`src/rtl/food_spawn_ctrl.sv`:
```
`timescale 1ns/1ps
// ---------------------------------------------------------------------------
// food_spawn_ctrl
//
// Places food for the snake game. A spawn request makes the block pulse the
// random-position generator, latch the candidate it returns, and scan the
// snake body memory for a collision. A colliding candidate is retried until
// MAX_TRY candidates have been drawn. After that, the last candidate is
// committed with spawn_fail flagged so the game FSM can decide what to do.
//
// Ports
//   clk         system clock, rising edge
//   rst_n       asynchronous active-low reset
//   spawn_req   one-cycle request for new food (ignored while busy)
//   snake_len   number of valid body segments, sampled on request accept
//   rand_drive  one-cycle pulse to the random-position generator
//   rand_x/y    candidate position, valid GEN_LAT cycles after rand_drive
//   seg_idx     body memory read address (0 outside the scan)
//   seg_x/y     body segment data, one cycle after seg_idx
//   food_x/y    committed food position
//   food_valid  committed position is on the board
//   spawn_done  one-cycle pulse on commit
//   spawn_fail  one-cycle pulse with spawn_done when every candidate collided
//   busy        high whenever the sequencer is not idle
// ---------------------------------------------------------------------------
module food_spawn_ctrl #(
    parameter int MAX_LEN = 64,
    parameter int MAX_TRY = 8,
    parameter int GEN_LAT = 1,
    parameter int DATA_W  = 10
) (
    input  logic                       clk,
    input  logic                       rst_n,
    input  logic                       spawn_req,
    input  logic [$clog2(MAX_LEN):0]   snake_len,
    output logic                       rand_drive,
    input  logic [DATA_W-1:0]          rand_x,
    input  logic [DATA_W-1:0]          rand_y,
    output logic [$clog2(MAX_LEN)-1:0] seg_idx,
    input  logic [DATA_W-1:0]          seg_x,
    input  logic [DATA_W-1:0]          seg_y,
    output logic [DATA_W-1:0]          food_x,
    output logic [DATA_W-1:0]          food_y,
    output logic                       food_valid,
    output logic                       spawn_done,
    output logic                       spawn_fail,
    output logic                       busy
);

    localparam int IDX_W  = $clog2(MAX_LEN);
    localparam int LEN_W  = IDX_W + 1;
    localparam int TRY_W  = $clog2(MAX_TRY + 1);
    localparam int WAIT_W = $clog2(GEN_LAT + 1);

    localparam logic [LEN_W-1:0]  MAX_LEN_V = LEN_W'(MAX_LEN);
    localparam logic [TRY_W-1:0]  MAX_TRY_V = TRY_W'(MAX_TRY);
    localparam logic [WAIT_W-1:0] WAIT_LAST = WAIT_W'(GEN_LAT - 1);

    typedef enum logic [2:0] {
        S_IDLE,
        S_GEN,
        S_WAIT,
        S_SCAN,
        S_COMMIT
    } state_t;

    state_t state, state_nxt;

    // Control registers
    logic [LEN_W-1:0]  len_q;
    logic [TRY_W-1:0]  try_cnt;
    logic [WAIT_W-1:0] wait_cnt;
    logic [LEN_W-1:0]  scan_cnt;

    // Candidate position (pure data, no reset needed)
    logic [DATA_W-1:0] cand_x;
    logic [DATA_W-1:0] cand_y;

    // Next values of the registered outputs and counters
    logic              rand_drive_d;
    logic [IDX_W-1:0]  seg_idx_d;
    logic              food_valid_d;
    logic              spawn_done_d;
    logic              spawn_fail_d;
    logic              busy_d;
    logic [LEN_W-1:0]  scan_cnt_d;

    logic accept;
    logic hit;
    logic tries_left;

    // Body lengths beyond the memory depth are clamped to the full body.
    function automatic logic [LEN_W-1:0] clamp_len(input logic [LEN_W-1:0] req);
        return (req > MAX_LEN_V) ? MAX_LEN_V : req;
    endfunction

    assign accept     = (state == S_IDLE) && spawn_req;
    assign tries_left = (try_cnt < MAX_TRY_V);

    // scan_cnt == 0 is the cycle the first address is presented; memory data
    // for address scan_cnt-1 arrives in every later scan cycle.
    assign hit = (state == S_SCAN) && (scan_cnt != '0) &&
                 (seg_x == cand_x) && (seg_y == cand_y);

    // -----------------------------------------------------------------------
    // State register
    // -----------------------------------------------------------------------
    always_ff @(posedge clk or negedge rst_n) begin
        if (!rst_n) begin
            state <= S_IDLE;
        end else begin
            state <= state_nxt;
        end
    end

    // -----------------------------------------------------------------------
    // Next-state logic
    // -----------------------------------------------------------------------
    always_comb begin
        state_nxt = state;
        case (state)
            S_IDLE: begin
                if (spawn_req) state_nxt = S_GEN;
            end
            S_GEN: begin
                state_nxt = S_WAIT;
            end
            S_WAIT: begin
                if (wait_cnt == WAIT_LAST) state_nxt = S_SCAN;
            end
            S_SCAN: begin
                if (hit) begin
                    state_nxt = tries_left ? S_GEN : S_COMMIT;
                end else if (scan_cnt == len_q) begin
                    state_nxt = S_COMMIT;
                end
            end
            S_COMMIT: begin
                state_nxt = S_IDLE;
            end
            default: begin
                state_nxt = S_IDLE;
            end
        endcase
    end

    // -----------------------------------------------------------------------
    // Output logic: every output is registered, so this computes the value
    // each output takes in the cycle the FSM enters state_nxt.
    // -----------------------------------------------------------------------
    always_comb begin
        rand_drive_d = (state_nxt == S_GEN);
        busy_d       = (state_nxt != S_IDLE);
        spawn_done_d = (state_nxt == S_COMMIT);
        // Only a hit with the budget exhausted reaches COMMIT as a failure.
        spawn_fail_d = hit && !tries_left;

        scan_cnt_d = '0;
        if (state_nxt == S_SCAN) begin
            scan_cnt_d = (state == S_SCAN) ? (scan_cnt + LEN_W'(1)) : '0;
        end

        // Addresses 0..len-1 only; the final scan cycle just waits for the
        // last segment's data, so the address returns to 0 there.
        seg_idx_d = '0;
        if ((state_nxt == S_SCAN) && (scan_cnt_d < len_q)) begin
            seg_idx_d = scan_cnt_d[IDX_W-1:0];
        end

        food_valid_d = food_valid;
        if (accept) begin
            food_valid_d = 1'b0;
        end else if (state_nxt == S_COMMIT) begin
            food_valid_d = 1'b1;
        end
    end

    // -----------------------------------------------------------------------
    // Control and output registers
    // -----------------------------------------------------------------------
    always_ff @(posedge clk or negedge rst_n) begin
        if (!rst_n) begin
            len_q      <= '0;
            try_cnt    <= '0;
            wait_cnt   <= '0;
            scan_cnt   <= '0;
            rand_drive <= 1'b0;
            seg_idx    <= '0;
            food_x     <= '0;
            food_y     <= '0;
            food_valid <= 1'b0;
            spawn_done <= 1'b0;
            spawn_fail <= 1'b0;
            busy       <= 1'b0;
        end else begin
            if (accept) begin
                len_q   <= clamp_len(snake_len);
                try_cnt <= '0;
            end else if (state == S_GEN) begin
                try_cnt <= try_cnt + TRY_W'(1);
            end

            if (state == S_GEN) begin
                wait_cnt <= '0;
            end else if (state == S_WAIT) begin
                wait_cnt <= wait_cnt + WAIT_W'(1);
            end

            scan_cnt   <= scan_cnt_d;
            rand_drive <= rand_drive_d;
            seg_idx    <= seg_idx_d;
            food_valid <= food_valid_d;
            spawn_done <= spawn_done_d;
            spawn_fail <= spawn_fail_d;
            busy       <= busy_d;

            if (state_nxt == S_COMMIT) begin
                food_x <= cand_x;
                food_y <= cand_y;
            end
        end
    end

    // -----------------------------------------------------------------------
    // Candidate register: captured at the end of the last WAIT cycle, when
    // the generator output has settled.
    // -----------------------------------------------------------------------
    always_ff @(posedge clk) begin
        if ((state == S_WAIT) && (wait_cnt == WAIT_LAST)) begin
            cand_x <= rand_x;
            cand_y <= rand_y;
        end
    end

    // Structural invariants of the registered outputs
    a_fail_with_done: assert property (@(posedge clk) disable iff (!rst_n)
        spawn_fail |-> spawn_done);
    a_drive_not_done: assert property (@(posedge clk) disable iff (!rst_n)
        !(rand_drive && spawn_done));
    a_idx_scan_only: assert property (@(posedge clk) disable iff (!rst_n)
        (seg_idx != '0) |-> (state == S_SCAN));

endmodule

```
`config.mk`:
```
export PLATFORM = sky130hd
export DESIGN_NAME = food_spawn_ctrl
export DESIGN_NICKNAME = d
export VERILOG_FILES = /design/src/rtl/food_spawn_ctrl.sv
export SDC_FILE = /design/constraint.sdc
export NUM_CORES = 1
export LEC_CHECK = 0
export CAP_MARGIN = 0
export CELL_PAD_IN_SITES_DETAIL_PLACEMENT = 1
export CELL_PAD_IN_SITES_GLOBAL_PLACEMENT = 1
export CORE_ASPECT_RATIO = 0.7
export CORE_MARGIN = 2
export CORE_UTILIZATION = 39
export CTS_CLUSTER_DIAMETER = 120
export DETAILED_ROUTE_END_ITERATION = 12
export GPL_TIMING_DRIVEN = 0
export PLACE_DENSITY_LB_ADDON = 0.1
export SYNTH_ARGS = -nofsm -noshare
export SYNTH_HDL_FRONTEND = slang
export SYNTH_SLANG_ARGS = --single-unit
```
`constraint.sdc`:
```
create_clock -name clk -period 4.8 [get_ports clk]
set_clock_uncertainty 0.1 [all_clocks]
set_input_delay 0.48 -clock clk [delete_from_list [all_inputs] [get_ports clk]]
set_output_delay 0.48 -clock clk [all_outputs]
set_load 0.01 [all_outputs]
```
Yosys cells after proc, flatten, opt, wreduce, memory -nomap -nowiden
Index checks and enable logic that the tools add are counted.

operators by class
  reduce and logical (&&, ||, !) cells = 14
  multiplexer cells = 16
  divide/modulo/power cells = 0
  $add $sub $neg = 3
  multipliers = 0
  eq/ne operators = 9
  bitwise gates (word level) = 1
  magnitude comparators = 3
  shift operators = 0

operators by type and width
  cell                                           number
  2-to-1 mux 7 bit                               3
  == test 10 bit                                 2
  2-to-1 mux 3 bit                               5
  one-hot mux 3 bit (4 select lines)             1
  == test 3 x 2 -> 1 bit, second input constant  3
  2-to-1 mux 4 bit                               2
  adder 7 x 1 -> 7 bit, second input constant    1
  == test 7 bit                                  1
  > comparator 7 bit, second input constant      1
  logical AND 1 bit                              7
  < comparator 7 bit                             1
  nonzero test 7 bit                             1
  == test 3 x 1 -> 1 bit, second input constant  2
  2-to-1 mux 6 bit                               1
  nonzero test 2 bit                             3
  adder 4 x 1 -> 4 bit, second input constant    1
  < comparator 4 bit, second input constant      1
  2-to-1 mux 1 bit                               4
  == test 3 bit, second input constant           1
  zero test 3 bit                                1
  nonzero test 3 bit                             1
  adder 1 bit, second input constant             1
  zero test 1 bit                                1
  NOT 1 bit                                      1

word-level totals
  memories kept = 0
  memory bits (read-only) = 0
  register bits after elaboration = 73
  bits in latches = 0
  output and inout bits = 31
  memory bits (writable) = 0
  word-level logic and storage cells = 61
  input port bits = 50

Longest topological paths before layout
  word-level depth = 11
  mapped depth = 16
  gate-level depth less buffers = 15

Worst setup path before layout
Ideal clock, no wire load.

  path type = reg2reg
  start = register scan_cnt[0]
  end = register seg_idx[1]
  path buffers = 1
  library setup time = 90 ps
  stages on the path, launching flop included = 17
  period minus slack after synthesis = 3369 ps
  arrival time = 3179 ps
  path slack = 1431 ps
  cells stage by stage = dfrtp_1 -> inv_1 -> ha_1 -> or4b_1 -> nor3_2 -> nor4_2 -> nand4_2 -> nand2_1 -> clkbuf_1 -> nor2_1 -> ha_1 -> nor2b_1 -> o21ai_0 -> a21oi_1 -> o31ai_1 -> o311ai_0 -> nor3_1

on the way
  longest elaborated chain between the ends = 11
  elaborated cells between the ends (all ways) = 15
  classes of those cells = 1 x add/sub; 1 x order compare; 2 x eq/ne; 6 x mux; 5 x reduce/logical

RTL lines
  what                                RTL line  RTL
  from (decl)                         73        logic [LEN_W-1:0] scan_cnt;
  from (signal assigned)              209       scan_cnt <= scan_cnt_d;
  nonzero test 7 bit                  102       assign hit = (state == S_SCAN) && (scan_cnt != '0) &&
  logical AND 1 bit (2 in series)     102
  logical AND 1 bit                   103       (seg_x == cand_x) && (seg_y == cand_y);
  2-to-1 mux 3 bit                    132       if (hit) begin
  one-hot mux 3 bit (4 select lines)  121       case (state)
  == test 3 x 2 -> 1 bit              159       if (state_nxt == S_SCAN) begin
  2-to-1 mux 7 bit *                  159
  named net scan_cnt_d[1]             86        logic [LEN_W-1:0] scan_cnt_d;
  < comparator 7 bit                  166       if ((state_nxt == S_SCAN) && (scan_cnt_d < len_q)) begin
  logical AND 1 bit                   166
  2-to-1 mux 6 bit *                  166
  named net seg_idx_d[1]              81        logic [IDX_W-1:0] seg_idx_d;
  to (signal assigned)                211       seg_idx <= seg_idx_d;
  to (decl)                           39        output logic [$clog2(MAX_LEN)-1:0] seg_idx,

The timed path passes the listed nets; every way through them passes the cells marked *.
A chain may end at the register's enable or synchronous reset.

Worst setup path after layout
  start = register scan_cnt[0]
  end = register seg_idx[3]

on the way
  longest elaborated chain between the ends = 11
  elaborated cells between the ends (all ways) = 15
  classes of those cells = 1 x add/sub; 1 x order compare; 2 x eq/ne; 6 x mux; 5 x reduce/logical

RTL lines
  what                                RTL line
  nonzero test 7 bit                  102
  logical AND 1 bit (2 in series)     102
  logical AND 1 bit                   103
  2-to-1 mux 3 bit                    132
  one-hot mux 3 bit (4 select lines)  121
  == test 3 x 2 -> 1 bit              159
  2-to-1 mux 7 bit *                  159
  named net scan_cnt_d[5]             86
  < comparator 7 bit *                166
  logical AND 1 bit *                 166
  2-to-1 mux 6 bit *                  166
  named net seg_idx_d[3]              81

Marks and branches as above.

==> flow_summary.yaml <==
status:
  status: "finished with violations"
  violations: "design-rule violations"
setup_path:
  crit_chain: "inv_1 -> ha_1 -> or4b_1 -> nor3_2 -> nor4_2 -> nand4_2 -> nand2_1 -> clkbuf_2 -> nor2_1 -> ha_1 -> nand3_1 -> o311ai_0 -> nor3_1"
  path_depth: 13
  critPathBufInv: 2
  cp_common_cell: "ha_1"
  cp_top_family: "simple AND/OR/NAND/NOR gates"
  critical_path_class: "register to register"
  crit_fanout: 10
  cp-start-kind: "register"
  cp.arrival_ns: 4.16
  r2r_cells: 13
  slowest_stage: "o311ai_0"
  end_kind: "register"
  worst_ep_required_time_ns: 4.87
  critPathMaxStageDelay_ns: 1.00
clock_network:
  insertion_delay_ns: 0.33
  cts_resized: 0
  cts_tree: "done"
  htreeDepth: 3
  cts-root-buf: "clkbuf_16"
  cts_buffers: 9
  postCtsHoldBufs: 0
  cts_setup_buffers: 0
  cts_sinks: 73
  clockBufferDepth: 2
  clkSlewWorstSetupHoldPaths_ns: 0.06
cells_and_area:
  multi_input_area_sq_um: 1236
  synthToLayoutAreaGrowth_pct: 38.88
  fin_nets: 403
  drive_above_1_share_pct: 14.61
  instances_no_fill: 450
  fill_cells: 832
  diodes: 0
  fin_area_sq_um: 4523
  seqCellArea_sq_um: 1927
synth:
  synth_top_area_share_pct: 40.72
  netlist_top_cells_area: "dfrtp_1 (41%), edfxtp_1 (18%), mux2_4 (8.3%)"
  synth_cells: 250
  avgSynthCellArea_sq_um: 13.03
  synthesis.area_sq_um: 3257
  synth-seq-area-share_pct: 59.16
  synthesis.nets: 309
  ys_warn_count: 0
  synth_cell_types: 37
  synth.ff_latch_count: 73
  synth-main-ff-cell: "dfrtp_1"
  async_flop_share_pct: 72.60
  netlist.top_cell.by_area: "dfrtp_1"
  synth_edf_count: 20
detailed_routing:
  wire_per_inst_um: 17.14
  vias: 2223
  drtIter0Drc: 94
  drc: 7
  avgViaCountPerCell: 4.940
  antenna_left: 0
  first_pass_iters: 8
  routed_wl_um: 7715
place:
  place.gp.congestion: 0.7482
  port_buffers: 80
  placed_cell_area_sq_um: 4224
  dpl.hpwl_um: 5742
  place_inst: 434
sta:
  fmax_ghz: 0.2444
  slew_violations: 0
  finalCritPeriodShare_pct: 85.25
  slew_headroom_pct: 21.36
  setup_viol: 0
  finalSetupTns_ns: 0
  hold-worst-slack_ns: 0.01403
  final_period_minus_worst_setup_slack_ns: 4.092
  rsz0062_at_grt: "no"
  finalHoldViolCount: 0
  worstMarginPinSlew_ns: 1.165
floorplanning:
  die_x_um: 113.2
  die_area_sq_um: 9110
  row_count: 27
  start_util_pct: 40.85
  io_pins: 81
  die_h_um: 80.46
  core-area_sq_um: 7973
global_route:
  grt_max_degree: 33
  antenna_found_initial: 0
  grt_overflow_total: 0
  grt_usage_pct: 19.07
  grt_pass1_wl_um: 12830
  grt_pass1_vias: 2379
pwr:
  intPower_mw: 1.801
  p_sw_mw: 0.8288
  power_density_nw_per_um2: 581.4
  seqPwrFrac_pct: 38.8
  p_leak_nw: 1.886
  sw_frac_of_total_pct: 31.52
  combPwrFrac_pct: 35.7
  vdd_ir_drop_max_mv: 0.2913
  p_clk_share_pct: 25.5
run:
  drv_cap: 0
min_path:
  hp-class: "input port to async pin"
[cells in the mapped netlist (all sizes together), types with 6 or more instances]
cell and n:
edfxtp 20, nand2 11, o21ai 14, xor2 18, nor3 9, nand3 6, nand2b 7, inv 14
nor2 14, ha 9, dfrtp 53, nor4 7, xnor2 16, mux2 21
[cell type report]
type	count	area share, %
timing repair buffer	83	18.45
sequential	73	42.60
tap	101	2.794
inverter	14	1.162
buffer	8	1.079
clock buffer	11	5.367
clock inverter	5	1.217
multi-input combinational	155	27.33
[metrics by stage]
stage               total power, mW  utilization (%)  setup slack, ns
CTS                           2.666            56.72           0.4084
finish                        2.630            56.73           0.7082
global placement              1.921            52.48           0.2287
floorplan                     1.544                -            1.431
detailed placement            1.977            52.98           0.2031
global route                  2.800            56.73           0.1416
[worst register-to-register path: stages, from the launching register on]
cell	delay [ns]
dfrtp_1	0.51
inv_1	0.08
ha_1	0.20
or4b_1	0.18
nor3_2	0.05
nor4_2	0.32
nand4_2	0.24
nand2_1	0.29
clkbuf_2	0.29
nor2_1	0.12
ha_1	0.30
nand3_1	0.12
o311ai_0	1.00
nor3_1	0.10
[flip-flops by register name, indices dropped and copies added, names as in the netlist, 3 cells and up]
name,cells
len_q,7
try_cnt,4
food_y,10
cand_y,10
food_x,10
scan_cnt,7
cand_x,10
seg_idx,6
state,3
[layout by cell type, fill, tap and decap left out, types with 5 or more instances in the layout]
cell type        instances
edfxtp_1                20
nor2_1                  14
xor2_1                  18
nor3_1                   8
nand2_1                 11
o21ai_0                 14
nand2b_1                 7
xnor2_1                 16
ha_1                     9
dfrtp_1                 53
inv_1                   14
mux2_4                  18
clkbuf_16                9
nand3_1                  6
clkdlybuf4s50_1         79
nor4_1                   5
[power by group through the flow]
stage | combinational [mW] | sequential [mW] | clock (mW)
after floorplan | 0.500 | 1.04 | 0
after global placement | 0.897 | 1.02 | 0
after detailed placement | 0.949 | 1.03 | 0
after CTS | 0.954 | 1.02 | 0.688
after global routing | 1.04 | 1.05 | 0.714
final | 0.939 | 1.02 | 0.671
[metal layers]
metal | share of wire, % | routed length (um) | GRT usage, % | up-vias
met2 | 45 | 3495 | 29.16 | 59
li1 | - | - | - | 1055
met4 | 0.62 | 48 | 5.122 | 0
met1 | 48 | 3718 | 26.07 | 1102
met5 | 0 | 0 | 0 | -
met3 | 5.9 | 452 | 6.415 | 7
[cells by family (layout without fill, tap and decap cells)]
group,Yosys count,count (layout),synth area share (%)
buffers and inverters,22,121,3.073
AOI/OAI and AO/OA,22,22,3.919
DFF,73,73,59.16
xor gates and xnor gates,34,34,9.143
muxes,23,23,10.07
adders and majority gates,9,9,3.458
and+or+nand+nor,67,67,11.18
[path summary, 6_finish.rpt]
kind / endpoint / slack, ns / from
max: seg_idx[3] / 0.71 / scan_cnt[0]
min: food_x[0] / 0.01 / rst_n
max reg2reg: seg_idx[3] / 0.71 / scan_cnt[0]
min reg2reg: food_y[0] / 0.41 / food_y[0]
max in group asynchronous: len_q[0] / 4.02 / rst_n
min in group clk: food_y[0] / 0.41 / food_y[0]
Note: power is estimated with default switching activity, not from simulation.
==> variant: new RTL, same flow settings <==
The 5 states of `state_t` get a one-hot encoding in 5 bits.
--- a/src/rtl/food_spawn_ctrl.sv
+++ b/src/rtl/food_spawn_ctrl.sv
@@ -56,12 +56,12 @@
     localparam logic [TRY_W-1:0]  MAX_TRY_V = TRY_W'(MAX_TRY);
     localparam logic [WAIT_W-1:0] WAIT_LAST = WAIT_W'(GEN_LAT - 1);
 
-    typedef enum logic [2:0] {
-        S_IDLE,
-        S_GEN,
-        S_WAIT,
-        S_SCAN,
-        S_COMMIT
+    typedef enum logic [4:0] {
+        S_IDLE   = 5'b00001,
+        S_GEN    = 5'b00010,
+        S_WAIT   = 5'b00100,
+        S_SCAN   = 5'b01000,
+        S_COMMIT = 5'b10000
     } state_t;
 
     state_t state, state_nxt;
Function: no difference found for any inputs over 10 cycles, from zero or initial values and one cycle with rst_n low; not proved beyond that.
==> variant against the unedited design <==
Sequential cell count increased by 2. Sequential share of layout area grew 0.62 points. First-iteration DRC count decreased by 69%. Routed wire length increased by 0.31%. Critical path type is now in2reg. Final cell count up 2.7%. Cell area rose by 1.2%. Die area increased by 2.1%. Area after synthesis grew 2.2%. Worst setup slack worse by 130 ps. Count of clock-buffer cells in the layout increased by 2. Worst hold slack improved by 380 ps.
Power is not compared: it rests on default switching activity, and its combinational part moved more than twofold at a synthesized area within 25%.
==> variant: results (changes against the unedited design) <==
CP max-delay cell: o31ai_1
clock latency on the worst-skew pair: 340 ps
sequential area share after synthesis: 59.4% (+0.25 points)
H-tree Lvls: 3 (unchanged)
input/output buffers: 80 (unchanged)
HPWL Detailed: 5.73 mm (-0.15%)
most numerous cell on the critical path: nand2_1
worst ir drop on vdd: 0.166 mV
fraction of layout cells with a size suffix above 1: 9.80% (-4.8 points)
vias in the first global route: 2373 (-0.25%)
# diodes: 0 (unchanged)
Max Cap Viol: 0 (unchanged)
post-synthesis xor/xnor area fraction: 9.47% (+0.33 points)
top post-synthesis cells by area: dfrtp_1, edfxtp_1, xor2_1
CP max stage delay: 430 ps (-570 ps)
fraction of synthesized area in multiplexers: 8.49% (-1.6 points)
global-route wire length before repair: 12.5 mm (-2.6%)
vias per cell: 4.79 (-3.0%)
mean routed wirelength per cell: 16.8 um (-2.3%)
DRT iter0 DRCs: 29 (-69%)
area share of fa/ha/maj cells after synthesis: 3.38% (-0.075 points)
WP data arrival: 4350 ps (+190 ps)
DR pass1 iterations: 3 (-5)
GRT Total Usage: 18.5% (-0.58 points)
status: completed
top post-synthesis cells by count: dfrtp_1, xor2_1, edfxtp_1
Slew headroom: 43.3% (+22 points)
largest net degree at the start of global routing: 39 (+18%)
sequential power: 0.000764 W
Mapped Nets: 318 (+2.9%)
critical path fanouts, max: 10 (unchanged)
hold crit path type: reg2reg
routability cong.: 0.803 (+7.4%)
Synth Area in Compound Gates: 4.77% (+0.85 points)
Max Clock Freq: 237 MHz (-3.1%)
Async SR Flop Fraction: 73.3% (+0.73 points)
dpl ws: 315 ps (+112 ps)
# nets final: 411 (+2.0%)
total CTS buffers: 9 (unchanged)
[variant: cell count changes after synthesis, sizes merged, moves of 3 or more]
cell    delta
nor3       -3
nor2       +4
a21oi      +3
inv        +4
xor2      +11
nand2b     -6
o21ai      -6
o31ai      +3
nand3b     +5
xnor2      -9
nand4      -3
[variant: metrics by stage]
stage | area (um2) | std cells | hold slack (ps) | total power, W | util [%]
after global routing | 4580 | 462 | 413 | 0.00185 | 54.7
after detailed placement | 4280 | 445 | 355 | 0.00111 | 51.1
after global placement | 4260 | 444 | 374 | 0.00109 | 50.9
final | 4580 | 462 | 395 | 0.00176 | 54.7
after floorplan | 3330 | 259 | 84.4 | 0.000957 | -
after CTS | 4580 | 462 | 397 | 0.00178 | 54.7
[variant: worst paths after layout]
check                      startpoint          to  cells after the start
max                          seg_y[3]  seg_idx[5]                     15
min                         food_y[9]   food_y[9]                      1
max reg2reg                 cand_y[3]  seg_idx[5]                     14
min reg2reg                 food_y[9]   food_y[9]                      1
max in group asynchronous       rst_n    state[0]                      3
min in group asynchronous       rst_n  seg_idx[3]                      2
[variant: layout make-up]
cell class,count,area (um2)
Fill cell,898,3800
Tap cell,105,131
Sequential cell,75,1980
Multi-Input combinational cell,160,1240
Inverter,18,67.6
Timing Repair Buffer,82,826
Buffer,6,38.8
Clock inverter,3,40.0
Clock buffer,13,250
[variant: layer usage]
metal | vias up | routed length (um) | part of all wire, % | GRT usage (%)
met5 | - | 0 | 0 | 0
met4 | 0 | 78 | 1.0 | 5.12
met3 | 9 | 376 | 4.9 | 7.31
met2 | 48 | 3320 | 43 | 26.7
met1 | 1078 | 3970 | 51 | 25.8
li1 | 1079 | - | - | -
[variant: repair_timing]
action | 4_1_cts | 5_1_grt
setup buffers | 0 | 0
hold buffers | 1 | 0
endpoints found under the hold margin | 17 | 0
